--- config.mk ---
export PLATFORM = sky130hd
export DESIGN_NAME = dmem_arbiter
export DESIGN_NICKNAME = d
export VERILOG_FILES = /design/src/rtl/dmem_arbiter.sv
export SDC_FILE = /design/constraint.sdc
export NUM_CORES = 1
export LEC_CHECK = 0
export ABC_CLOCK_PERIOD_IN_PS = 4390
export CAP_MARGIN = 20
export CORE_MARGIN = 3
export CORE_UTILIZATION = 40
export DETAILED_ROUTE_END_ITERATION = 8
export GPL_TIMING_DRIVEN = 1
export PLACE_DENSITY = 0.86
export SLEW_MARGIN = 20
export SYNTH_ARGS = -nofsm -noshare
export SYNTH_HDL_FRONTEND = slang
export SYNTH_SLANG_ARGS = --single-unit
export TNS_END_PERCENT = 1
--- constraint.sdc ---
create_clock -name clk -period 4.39 [get_ports clk]
set_input_delay 0.878 -clock clk [delete_from_list [all_inputs] [get_ports clk]]
set_output_delay 0.878 -clock clk [all_outputs]
set_load 0.01 [all_outputs]
--- src/rtl/dmem_arbiter.sv ---
// Round-robin arbiter sharing the single-port data RAM between the core (port 0) and the loader (port 1).
// Define DMEM_ARB_LOCK_EN to let a port hold exclusive ownership across accesses via lock_x.
module dmem_arbiter #(
  parameter int ADDR_W = 9,
  parameter int DATA_W = 32
) (
  input  logic              clk,
  input  logic              rst,
  input  logic              req_0,
  input  logic              we_0,
  input  logic [ADDR_W-1:0] addr_0,
  input  logic [DATA_W-1:0] wdata_0,
  input  logic              lock_0,
  output logic              gnt_0,
  output logic              rvalid_0,
  output logic [DATA_W-1:0] rdata_0,
  input  logic              req_1,
  input  logic              we_1,
  input  logic [ADDR_W-1:0] addr_1,
  input  logic [DATA_W-1:0] wdata_1,
  input  logic              lock_1,
  output logic              gnt_1,
  output logic              rvalid_1,
  output logic [DATA_W-1:0] rdata_1,
  output logic              mem_read,
  output logic              mem_write,
  output logic [31:0]       mem_addr,
  output logic [DATA_W-1:0] mem_wdata,
  input  logic [DATA_W-1:0] mem_rdata,
  output logic              busy
);

  typedef enum logic {ARB, ACCESS} state_t;

  state_t              state, state_nxt;
  logic                prio;
  logic                lat_we, lat_id;
  logic [ADDR_W-1:0]   lat_addr;
  logic [DATA_W-1:0]   lat_wdata;
  logic                elig_0, elig_1, pick_1, grant;

`ifdef DMEM_ARB_LOCK_EN
  logic owned, owner;

  // While owned, the non-owner is masked out before the round-robin pick.
  assign elig_0 = req_0 && !(owned && owner);
  assign elig_1 = req_1 && !(owned && !owner);
`else
  logic unused_lock;

  assign unused_lock = lock_0 | lock_1;
  assign elig_0      = req_0;
  assign elig_1      = req_1;
`endif

  assign pick_1 = elig_1 && (!elig_0 || prio);
  assign grant  = gnt_0 || gnt_1;

  always_ff @(posedge clk or posedge rst) begin
    if (rst) state <= ARB;
    else     state <= state_nxt;
  end

  always_comb begin
    state_nxt = state;
    case (state)
      ARB:     if (elig_0 || elig_1) state_nxt = ACCESS;
      ACCESS:  state_nxt = ARB;
      default: state_nxt = ARB;
    endcase
  end

  always_comb begin
    gnt_0     = 1'b0;
    gnt_1     = 1'b0;
    busy      = 1'b0;
    mem_read  = 1'b0;
    mem_write = 1'b0;
    mem_addr  = '0;
    mem_wdata = '0;
    case (state)
      ARB: begin
        gnt_1 = pick_1;
        gnt_0 = elig_0 && !pick_1;
      end
      ACCESS: begin
        busy      = 1'b1;
        mem_read  = !lat_we;
        mem_write = lat_we;
        mem_addr  = 32'(lat_addr);
        mem_wdata = lat_wdata;
      end
      default: ;
    endcase
  end

  always_ff @(posedge clk or posedge rst) begin
    if (rst) begin
      prio      <= 1'b0;
      lat_we    <= 1'b0;
      lat_id    <= 1'b0;
      lat_addr  <= '0;
      lat_wdata <= '0;
      rvalid_0  <= 1'b0;
      rvalid_1  <= 1'b0;
      rdata_0   <= '0;
      rdata_1   <= '0;
`ifdef DMEM_ARB_LOCK_EN
      owned     <= 1'b0;
      owner     <= 1'b0;
`endif
    end else begin
      rvalid_0 <= 1'b0;
      rvalid_1 <= 1'b0;
      if (grant) begin
        lat_we    <= gnt_1 ? we_1    : we_0;
        lat_addr  <= gnt_1 ? addr_1  : addr_0;
        lat_wdata <= gnt_1 ? wdata_1 : wdata_0;
        lat_id    <= gnt_1;
        prio      <= !gnt_1;
`ifdef DMEM_ARB_LOCK_EN
        // Any grant while owned belongs to the owner, so its lock bit alone decides ownership.
        owned     <= gnt_1 ? lock_1 : lock_0;
        owner     <= gnt_1;
`endif
      end
      if (state == ACCESS && !lat_we) begin
        if (lat_id) begin
          rvalid_1 <= 1'b1;
          rdata_1  <= mem_rdata;
        end else begin
          rvalid_0 <= 1'b1;
          rdata_0  <= mem_rdata;
        end
      end
    end
  end

endmodule

=== Word-level counts from Yosys, hierarchy flattened ===
Cells that the tools add are included.

* Multiplexer cells: 16
* Bitwise operators: 2
* Reduce and logical (&&, ||, !) cells: 12

{| class="wikitable"
|+ Operators with widths
! cell !! count
|-
| two-way mux 32 bit || 2
|-
| two-way mux 9 bit || 2
|-
| two-way mux 1 bit || 11
|-
| logical NOT 1 bit || 4
|-
| AND reduction 2 bit || 2
|-
| logical AND 1 bit || 3
|-
| logical OR 1 bit || 3
|-
| NOT 1 bit || 2
|-
| one-hot mux 1 bit (2 select lines) || 1
|}

* Register bits: 111
* Output and inout bits: 135

=== Depth between registers and ports, before layout ===
Gate-level depths: netlist (run 1).

* Word-level depth: 7
* Gate-level depth with buffers: 6

=== Worst setup path after synthesis (run 1) ===
No wires, ideal clock.

* Kind: input-to-output
* Start point: input req_1
* End point: output gnt_0
* Arrival time: 1565 ps
* Slack: 1947 ps
* Stages: 3
* Cells stage by stage: buf_2 > a211oi_2 > buf_2

* Longest elaborated chain between the ends: 4

{| class="wikitable"
|+ RTL lines
! element !! line !! text
|-
| from (decl) || 17 || <nowiki>input logic req_1,</nowiki>
|-
| logical AND 1 bit || 56 || <nowiki>assign pick_1 = elig_1 && (!elig_0 || prio);</nowiki>
|-
| logical NOT 1 bit || 84 || <nowiki>gnt_0 = elig_0 && !pick_1;</nowiki>
|-
| logical AND 1 bit || 84 ||
|-
| two-way mux 1 bit || 81 || <nowiki>case (state)</nowiki>
|-
| to (decl) || 14 || <nowiki>output logic gnt_0,</nowiki>
|}

Every way passes these cells.

=== Worst setup path after layout (run 1) ===
* Start point: input req_0
* End point: output gnt_0

* Longest elaborated chain between the ends: 6

{| class="wikitable"
|+ RTL lines
! element !! line !! text
|-
| from (decl) || 9 || <nowiki>input logic req_0,</nowiki>
|-
| logical NOT 1 bit || 56 ||
|-
| logical OR 1 bit || 56 ||
|-
| logical AND 1 bit || 56 ||
|-
| logical NOT 1 bit || 84 ||
|-
| logical AND 1 bit (*) || 84 ||
|-
| two-way mux 1 bit (*) || 81 ||
|}

Every way passes the cells marked *; elsewhere a longest branch is shown, timed or not.

==> results of run 1 <==
## where the power goes
group          switching, uW  total (uW)  internal [uW]  leakage, uW
logic                    641        1690           1050      0.00165
registers                234        1650           1410      0.00131
clock network            372         781            409     0.000141
## worst max-delay path, stage by stage
cell and delay, ns:
clkdlybuf4s50_1 0.51, inv_1 0.34, a211oi_2 0.35, clkdlybuf4s50_1 0.61
## placed cells by master, fill, tap and decap left out
cell type,synthesis,routed
clkbuf_8,0,1
dfrtp_1,111,110
nor2_1,23,23
inv_8,0,1
nor2b_1,21,21
buf_4,25,9
clkinv_2,0,1
clkinv_4,0,1
clkdlybuf4s50_1,0,231
inv_6,0,2
mux2_2,59,59
dfrtp_2,0,1
o2111ai_1,22,22
conb_1,1,23
a211oi_2,1,1
clkbuf_16,0,9
o21ba_2,2,2
a221o_1,20,20
a31oi_1,22,22
and2_1,42,42
nand2_2,1,1
and2b_1,1,1
inv_4,0,1
o21ai_0,22,22
nand2b_1,1,1
mux2_1,5,5
clkinvlp_4,0,1
nor3_4,1,1
inv_1,4,3
inv_2,1,1
o21bai_1,1,1
## cells by family after synthesis
kind of cell / count (synthesis)
flip-flops: 111
multiplexers: 64
AO/OA/AOI/OAI: 90
buffers and inverters: 64
AND/OR/NAND/NOR: 90
other: 1
## registers in the layout, summed over array words and instances, names as in the netlist
name       flops
prio           1
rvalid_0       1
state          1
lat_we         1
lat_wdata     32
rdata_1       32
rdata_0       32
lat_addr       9
rvalid_1       1
lat_id         1
## through the flow
step                cell area (um2)  hold slack (ns)
finish                         7684           0.4947
detailed placement             7395           0.4819
global route                   7684           0.5214
global placement               7393           0.4685
floorplan                      5176           0.5108
CTS                            7684           0.4994
## path summary, 6_finish.rpt
kind	from	end	cells past startpoint
setup / recovery	req_0	gnt_0	4
min in group asynchronous	rst	rdata_1[4]	2
setup reg to reg	state	rdata_0[20]	4
hold reg to reg	rdata_0[26]	rdata_0[26]	1
hold / removal	rdata_0[26]	rdata_0[26]	1
max in group asynchronous	rst	rdata_0[20]	3
## metal layers
metal,GRT usage [%],wire length [um],up-vias
li1,-,-,1885
met1,26.36,5968,2038
met2,33.43,7095,236
met3,4.558,1118,10
met4,3.910,133,0
met5,0,0,-
## final cells by class
class                   instances  share of cell area [%]
clock buffers                  10                   3.110
well taps                     168                   2.736
flip-flops and latches        111                   36.17
multi-input cells             267                   26.09
clock inverters                 6                  0.6514
inverters                       5                  0.2768
repair buffers                240                   30.97
==> impl_metrics.ini, run 1 <==
[sta]
finalCriticalPeriod_ns = 3.574
tightest_slew_ns = 0.8227
clock_skew_ns = 0.01007
relSlewSlack_pct = 45.16
final_hold_viol_count = 0
min_period_over_period_pct = 81.42
finalMaxSlewViolations = 0
setup_ws_ns = 0.8158
rsz0062_at_grt = false
finalSetupViolCount = 0
fmax_ghz = 0.2798
totalNegativeSetupSlack_ns = 0

[grt]
grt_max_degree = 62
antenna_found_initial = 0
grt_pass1_wl_um = 22650
grt-ovfl-total = 0
track_usage_pct = 19.80
grt_pass1_vias = 4220

[final_layout]
stdcell_count = 807
multi_input_area_mm2 = 0.002004
drive_gt1_share_pct = 14.40
fin_util_pct = 62.92
area_delta_synth_final_pct = 50.85
antenna-diode-count = 0
n_fill_cell = 962
register_area_mm2 = 0.002779
nets = 756

[synth]
synth_top_family_by_area = multiplexers
synth_edf_count = 0
yosys.area_share.adder_pct = 0
synth_top_area_cell = dfrtp_1
synth_area_mm2 = 0.005094
synth_top_area_share_pct = 54.53
synth_xor_area_share_pct = 0
syn-mean-instance-area_um2 = 12.13
ys_async_sr_fraction_pct = 100.0
synth-main-ff-cell = dfrtp_1
seq_area_frac_synth_pct = 54.53
yosys-top-cells-count = 111 x dfrtp_1, 59 x mux2_2, 42 x and2_1
synth_compound_area_share_pct = 13.36
yosys-top-cells-area = dfrtp_1 55%, mux2_2 13%, and2_1 5.2%
post_synth_mux_area_share_pct = 14.15
yosysWarnings = 0
synthSimpleGateAreaFrac_pct = 10.14
ys_seq_elements = 111
synthCells = 420
yosys.cell_types.count = 24
yosysMostFrequentCell = dfrtp_1

[die]
start_util_pct = 41.71
die_y_um = 118.8
die-area_mm2 = 0.01412
die_width_um = 118.8
fp-row-count = 40
ioPinCount = 257
coreArea_mm2 = 0.01221

[clock_tree]
cts_resized = 0
cts_root_buffer = clkbuf_16
cts-buffers-inserted = 9
htreeDepth = 3
cts_tree = built
ctsHoldBuffers = 0
clk_pin_slew_worst_paths_ns = 0.08
clk_latency_ns = 0.33
cts_sinks = 111
clk_path_buf_depth = 2
cts_setup_buffers = 0

[power_and_ir_drop]
pwr_density_cell_mw_per_mm2 = 536.2
power_uw = 4120
p_leak_uw = 0.003103
peakVddDrop_mv = 0.1788

[setup_path]
worst_setup_path_end_kind = output port
critical_path_class = in -> out
cp.required_ns = 3.51
crit_arrival_ns = 2.70
crit_fanout = 23
start_kind = input port
reg2reg_setup_slack_ns = 2.00

[placed_design]
dp_hpwl_um = 10570
place_congestion = 0.7567
place_ws_ns = 0.8308
io_buffers = 231
placed_cells = 791

[routing]
vias_per_cell = 5.166
drt-total-wl_um = 14320
drtIter0Drc = 329
num_vias = 4169
drt_drc_violations_left = 0
detail_route.wl_per_cell_um = 17.74
ant_nets = 0
drt_pre_antenna_iters = 4

[run]
cap_violations = 0

[status]
status = finished clean

[hold_path]
min-delay-path-class = reg -> reg
Power figures use the tool's default switching activity.
==> run 2, diff against run 1 <==
--- a/config.mk
+++ b/config.mk
@@ -5,13 +5,13 @@
 export SDC_FILE = /design/constraint.sdc
 export NUM_CORES = 1
 export LEC_CHECK = 0
-export ABC_CLOCK_PERIOD_IN_PS = 4390
+export ABC_CLOCK_PERIOD_IN_PS = 3200
 export CAP_MARGIN = 20
 export CORE_MARGIN = 3
-export CORE_UTILIZATION = 40
+export CORE_UTILIZATION = 36
 export DETAILED_ROUTE_END_ITERATION = 8
 export GPL_TIMING_DRIVEN = 1
-export PLACE_DENSITY = 0.86
+export PLACE_DENSITY = 0.82
 export SLEW_MARGIN = 20
 export SYNTH_ARGS = -nofsm -noshare
 export SYNTH_HDL_FRONTEND = slang
==> constraint.sdc (replaced) <==
create_clock -name clk -period 3.2 [get_ports clk]
set_input_delay 0.64 -clock clk [delete_from_list [all_inputs] [get_ports clk]]
set_output_delay 0.64 -clock clk [all_outputs]
set_load 0.01 [all_outputs]
==> run 2 against run 1 <==
Die area grew 11%. Wire length increased by 0.27%. Utilization fell by 5.6 points. Clock-buffer cell count fell by 1. Cell count grew 1.6%. Power up 40%. First-iteration DRC count shrank 32%. Non-clock buffer count up 5. Setup slack worse by 0.42 ns. Final area is 1.1% higher. Hold slack better by 0.0078 ns. Via count fell by 0.29%. Critical path type unchanged. Critical endpoint is now gnt_1. Largest cell class unchanged.
==> impl_metrics.ini, run 2 (same netlist as run 1, synthesis figures left out) <==
[die]
die_width_um = 125.0
coreArea_mm2 = 0.01356
die_y_um = 125.0
fp-row-count = 42
start_util_pct = 37.57
die-area_mm2 = 0.01561
ioPinCount = 257

[grt]
grt_pass1_vias = 4256
grt-ovfl-total = 0
track_usage_pct = 17.64
grt_pass1_wl_um = 22270
antenna_found_initial = 0
grt_max_degree = 67

[clock_tree]
clk_pin_slew_worst_paths_ns = 0.08
htreeDepth = 3
cts_root_buffer = clkbuf_16
cts-buffers-inserted = 9
clk_latency_ns = 0.34
cts_resized = 0
cts_tree = built
clk_path_buf_depth = 2
cts_sinks = 111
ctsHoldBuffers = 0
cts_setup_buffers = 0

[setup_path]
r2r-start = state
cp.required_ns = 2.56
critical_path_class = in -> out
crit_arrival_ns = 2.17
crit_fanout = 4
r2r_cells = 5
reg2reg_setup_slack_ns = 1.23
r2r_end = lat_wdata[14]
worst_setup_path_end_kind = output port
start_kind = input port

[routing]
vias_per_cell = 5.070
drt-total-wl_um = 14350
detail_route.wl_per_cell_um = 17.50
drt_drc_violations_left = 0
num_vias = 4157
drt_pre_antenna_iters = 4
drtIter0Drc = 225
ant_nets = 0

[hold_path]
min-delay-path-class = reg -> reg
hp-start = rdata_1[11]
whs_endpoint = rdata_1[11]
hold_depth = 1

[final_layout]
top_regs = lat_wdata (32), rdata_0 (32), rdata_1 (32)
antenna-diode-count = 0
area_delta_synth_final_pct = 52.44
mostFrequentLayoutCells = 231 x clkdlybuf4s50_1, 111 x dfrtp_1, 59 x mux2_2
drive_gt1_share_pct = 14.91
nets = 761
mostFrequentLayoutCell = clkdlybuf4s50_1

[sta]
finalSetupViolCount = 0
fmax_ghz = 0.3560
relSlewSlack_pct = 44.74
rsz0062_at_grt = false
clock_skew_ns = 0.006821
finalCriticalPeriod_ns = 2.809
finalMaxSlewViolations = 0
tightest_slew_ns = 0.8259
totalNegativeSetupSlack_ns = 0
min_period_over_period_pct = 87.79
final_hold_viol_count = 0

[placed_design]
io_buffers = 231
dp_hpwl_um = 10580
place_congestion = 0.8436

[status]
status = finished clean

[power_and_ir_drop]
power_uw = 5757
p_leak_uw = 0.003140
peakVddDrop_mv = 0.3128
pwr_density_cell_mw_per_mm2 = 741.4

[run]
cap_violations = 0
## run 2: cell count changes in the layout (fill, tap and decap cells not counted), sizes merged
| cell | previous run | this run |
|---|---|---|
| clkbuf | 10 | 9 |
| buf | 9 | 14 |
| bufinv | 0 | 1 |
## run 2: final cells by class
class                           count  area (um2)
Clock buffer                        9       225.2
Clock inverter                      7       97.59
Timing Repair Buffer              245        2417
Fill cell                        1092        5793
Sequential cell                   111        2778
Tap cell                          176       220.2
Inverter                            5       22.52
Multi-Input combinational cell    267        2004
## run 2: stage by stage
stage / instance area (um2) / hold WS [ns] / util (%) / instances / setup WS [ns]
2_1_floorplan: 5180 / 0.5108 / - / 442 / 1.217
3_3_place_gp: 7442 / 0.4670 / 54.89 / 804 / 0.4090
3_5_place_dp: 7442 / 0.4872 / 54.89 / 804 / 0.3861
4_1_cts: 7765 / 0.5055 / 57.27 / 820 / 0.3856
5_1_grt: 7765 / 0.5256 / 57.27 / 820 / 0.3362
6_report: 7765 / 0.5025 / 57.27 / 820 / 0.3909
## run 2: worst max-delay path, cell delays in order
cell and delay, ns:
clkdlybuf4s50_1 0.58, nand2b_1 0.11, nor2_1 0.24, clkdlybuf4s50_1 0.60
## run 2: how the worst max path moves through the flow
stage / to / startpoint / depth (start not counted)
final: gnt_1 / req_1 / 4
after global routing: gnt_1 / req_1 / 4
after CTS: gnt_1 / req_1 / 4
after detailed placement: gnt_1 / req_1 / 4
after global placement: gnt_1 / req_1 / 4
after floorplan: lat_addr[0] / rst / 1
## run 2: per-layer routing
metal | wire length [um] | GRT usage, %
met5 | 0 | 0
met4 | 230 | 5.867
met3 | 1049 | 4.606
met2 | 6916 | 29.64
met1 | 6158 | 22.31
## run 2: power by group
part           internal (uW)  switching, uW  leakage, uW
clock network            633            549     0.000157
registers               1940            275      0.00131
logic                   1450            911      0.00168
==> run 3, diff against run 2 <==
--- a/config.mk
+++ b/config.mk
@@ -5,14 +5,14 @@
 export SDC_FILE = /design/constraint.sdc
 export NUM_CORES = 1
 export LEC_CHECK = 0
-export ABC_CLOCK_PERIOD_IN_PS = 3200
+export ABC_CLOCK_PERIOD_IN_PS = 2300
 export CAP_MARGIN = 20
 export CORE_MARGIN = 3
 export CORE_UTILIZATION = 36
 export DETAILED_ROUTE_END_ITERATION = 8
 export GPL_TIMING_DRIVEN = 1
 export PLACE_DENSITY = 0.82
-export SLEW_MARGIN = 20
+export SLEW_MARGIN = 30
 export SYNTH_ARGS = -nofsm -noshare
 export SYNTH_HDL_FRONTEND = slang
 export SYNTH_SLANG_ARGS = --single-unit
==> constraint.sdc (replaced) <==
create_clock -name clk -period 2.3 [get_ports clk]
set_input_delay 0.46 -clock clk [delete_from_list [all_inputs] [get_ports clk]]
set_output_delay 0.46 -clock clk [all_outputs]
set_load 0.01 [all_outputs]
==> run 3 against run 2 <==
Hold slack lost 0.011 ns. Die area unchanged. Largest power group unchanged. Sequential share of layout area decreased by 0.23 points. Via count increased by 0.82%. Power grew 38%. Final area is 0.66% higher. Utilization up 0.38 points.
==> impl_metrics.ini, run 3 (same netlist as run 1, synthesis figures left out) <==
[routing]
vias_per_cell = 5.086
drtIter0Drc = 211
detail_route.wl_per_cell_um = 17.58
drt-total-wl_um = 14490
num_vias = 4191
ant_nets = 0
drt_pre_antenna_iters = 4
drt_drc_violations_left = 0

[placed_design]
io_buffers = 231
dp_hpwl_um = 10840
place_congestion = 0.8443

[grt]
grtUsageMet1_pct = 22.39
antenna_found_initial = 0
grt_max_degree = 61
track_usage_pct = 18.32
grt_use_met2_pct = 31.30
gr-max-usage-layer = met2
grt_pass1_vias = 4433
grt-ovfl-total = 0
grtUsageMet3_pct = 4.264
grt_pass1_wl_um = 23160

[hold_path]
min-delay-path-class = reg -> reg

[final_layout]
mostFrequentLayoutCells = 227 x clkdlybuf4s50_1, 111 x dfrtp_1, 59 x mux2_2
mostFrequentLayoutCell = clkdlybuf4s50_1
area_delta_synth_final_pct = 53.45
drive_gt1_share_pct = 15.59
antenna-diode-count = 0
top_regs = lat_wdata (32), rdata_0 (32), rdata_1 (32)
nets = 765

[die]
ioPinCount = 257
die-area_mm2 = 0.01561
fp-row-count = 42
start_util_pct = 37.57
coreArea_mm2 = 0.01356
die_y_um = 125.0
die_width_um = 125.0

[clock_tree]
clk_pin_slew_worst_paths_ns = 0.08
cts_setup_buffers = 0
cts_sinks = 111
htreeDepth = 3
ctsHoldBuffers = 0
cts_tree = built
clk_latency_ns = 0.34
clk_path_buf_depth = 2
cts_root_buffer = clkbuf_16
cts-buffers-inserted = 9

[setup_path]
cp.required_ns = 1.84
start_kind = flop
worstPathCellList = buf_4, and2_1, clkdlybuf4s50_1
reg2reg_setup_slack_ns = 0.51
cp_slowest_cell = clkdlybuf4s50_1
crit_fanout = 15
worst_setup_path_end_kind = output port
critical_path_class = reg -> out
crit_arrival_ns = 1.73
max_stage_delay_ns = 0.62

[power_and_ir_drop]
p_leak_uw = 0.003196
power_uw = 7924
pwr_density_cell_mw_per_mm2 = 1014
peakVddDrop_mv = 0.4603

[sta]
totalNegativeSetupSlack_ns = 0
finalMaxSlewViolations = 0
fmax_ghz = 0.4570
finalSetupViolCount = 0
clock_skew_ns = 0.007784
final_hold_viol_count = 0
finalCriticalPeriod_ns = 2.188
min_period_over_period_pct = 95.14
rsz0062_at_grt = false
holdWs_ns = 0.4919

[status]
status = finished clean

[run]
cap_violations = 0
[run 3: path summary, 6_finish.rpt]
path                              from       endpoint  cells past startpoint
setup / recovery                 state  mem_wdata[20]                      3
hold / removal             rdata_0[31]    rdata_0[31]                      1
setup reg to reg                 state    rdata_1[19]                      5
hold reg to reg            rdata_0[31]    rdata_0[31]                      1
max in group asynchronous          rst    rdata_1[19]                      3
min in group asynchronous          rst  lat_wdata[21]                      3
[run 3: critical path: cells and delay by family (launching register included)]
kind	cells	cell delay [ns]
buffers and inverters	2	0.83
flip-flops	1	0.42
AND/OR/NAND/NOR	1	0.13
[run 3: through the flow]
step / cells / setup WS (ns) / utilization (%) / instance area [um2]
5_1_grt: 824 / 0.01183 / 57.65 / 7816
3_3_place_gp: 808 / -0.1048 / 55.48 / 7522
3_5_place_dp: 808 / -0.08653 / 55.48 / 7522
6_report: 824 / 0.1118 / 57.65 / 7816
2_1_floorplan: 442 / 0.4965 / - / 5180
4_1_cts: 824 / 0.0001540 / 57.60 / 7809
[run 3: repair_timing]
action                     in CTS  in global routing
gates resized for setup         2                  3
gates cloned                    0                  0
setup endpoints to repair       2                  2
[run 3: layout make-up]
class,count,area (um2)
inverters,5,22.52
clock buffers,9,225.2
fillers,1102,5742
multi-input cells,267,2007
flip-flops and latches,111,2778
repair buffers,249,2500
clock inverters,7,63.81
well taps,176,220.2
[run 3: layer usage]
metal	up-vias	wire, um
li1	1907	-
met1	2027	5934
met2	232	7146
met3	25	1062
met4	0	347
met5	-	0
[run 3: where the power goes]
| part | leakage, uW | switching, uW | total (uW) | internal [uW] |
|---|---|---|---|---|
| Sequential | 0.00131 | 405 | 3100 | 2700 |
| Clock | 0.000142 | 745 | 1510 | 762 |
| Combinational | 0.00175 | 1270 | 3310 | 2040 |
| Total | 0.00320 | 2420 | 7920 | 5500 |
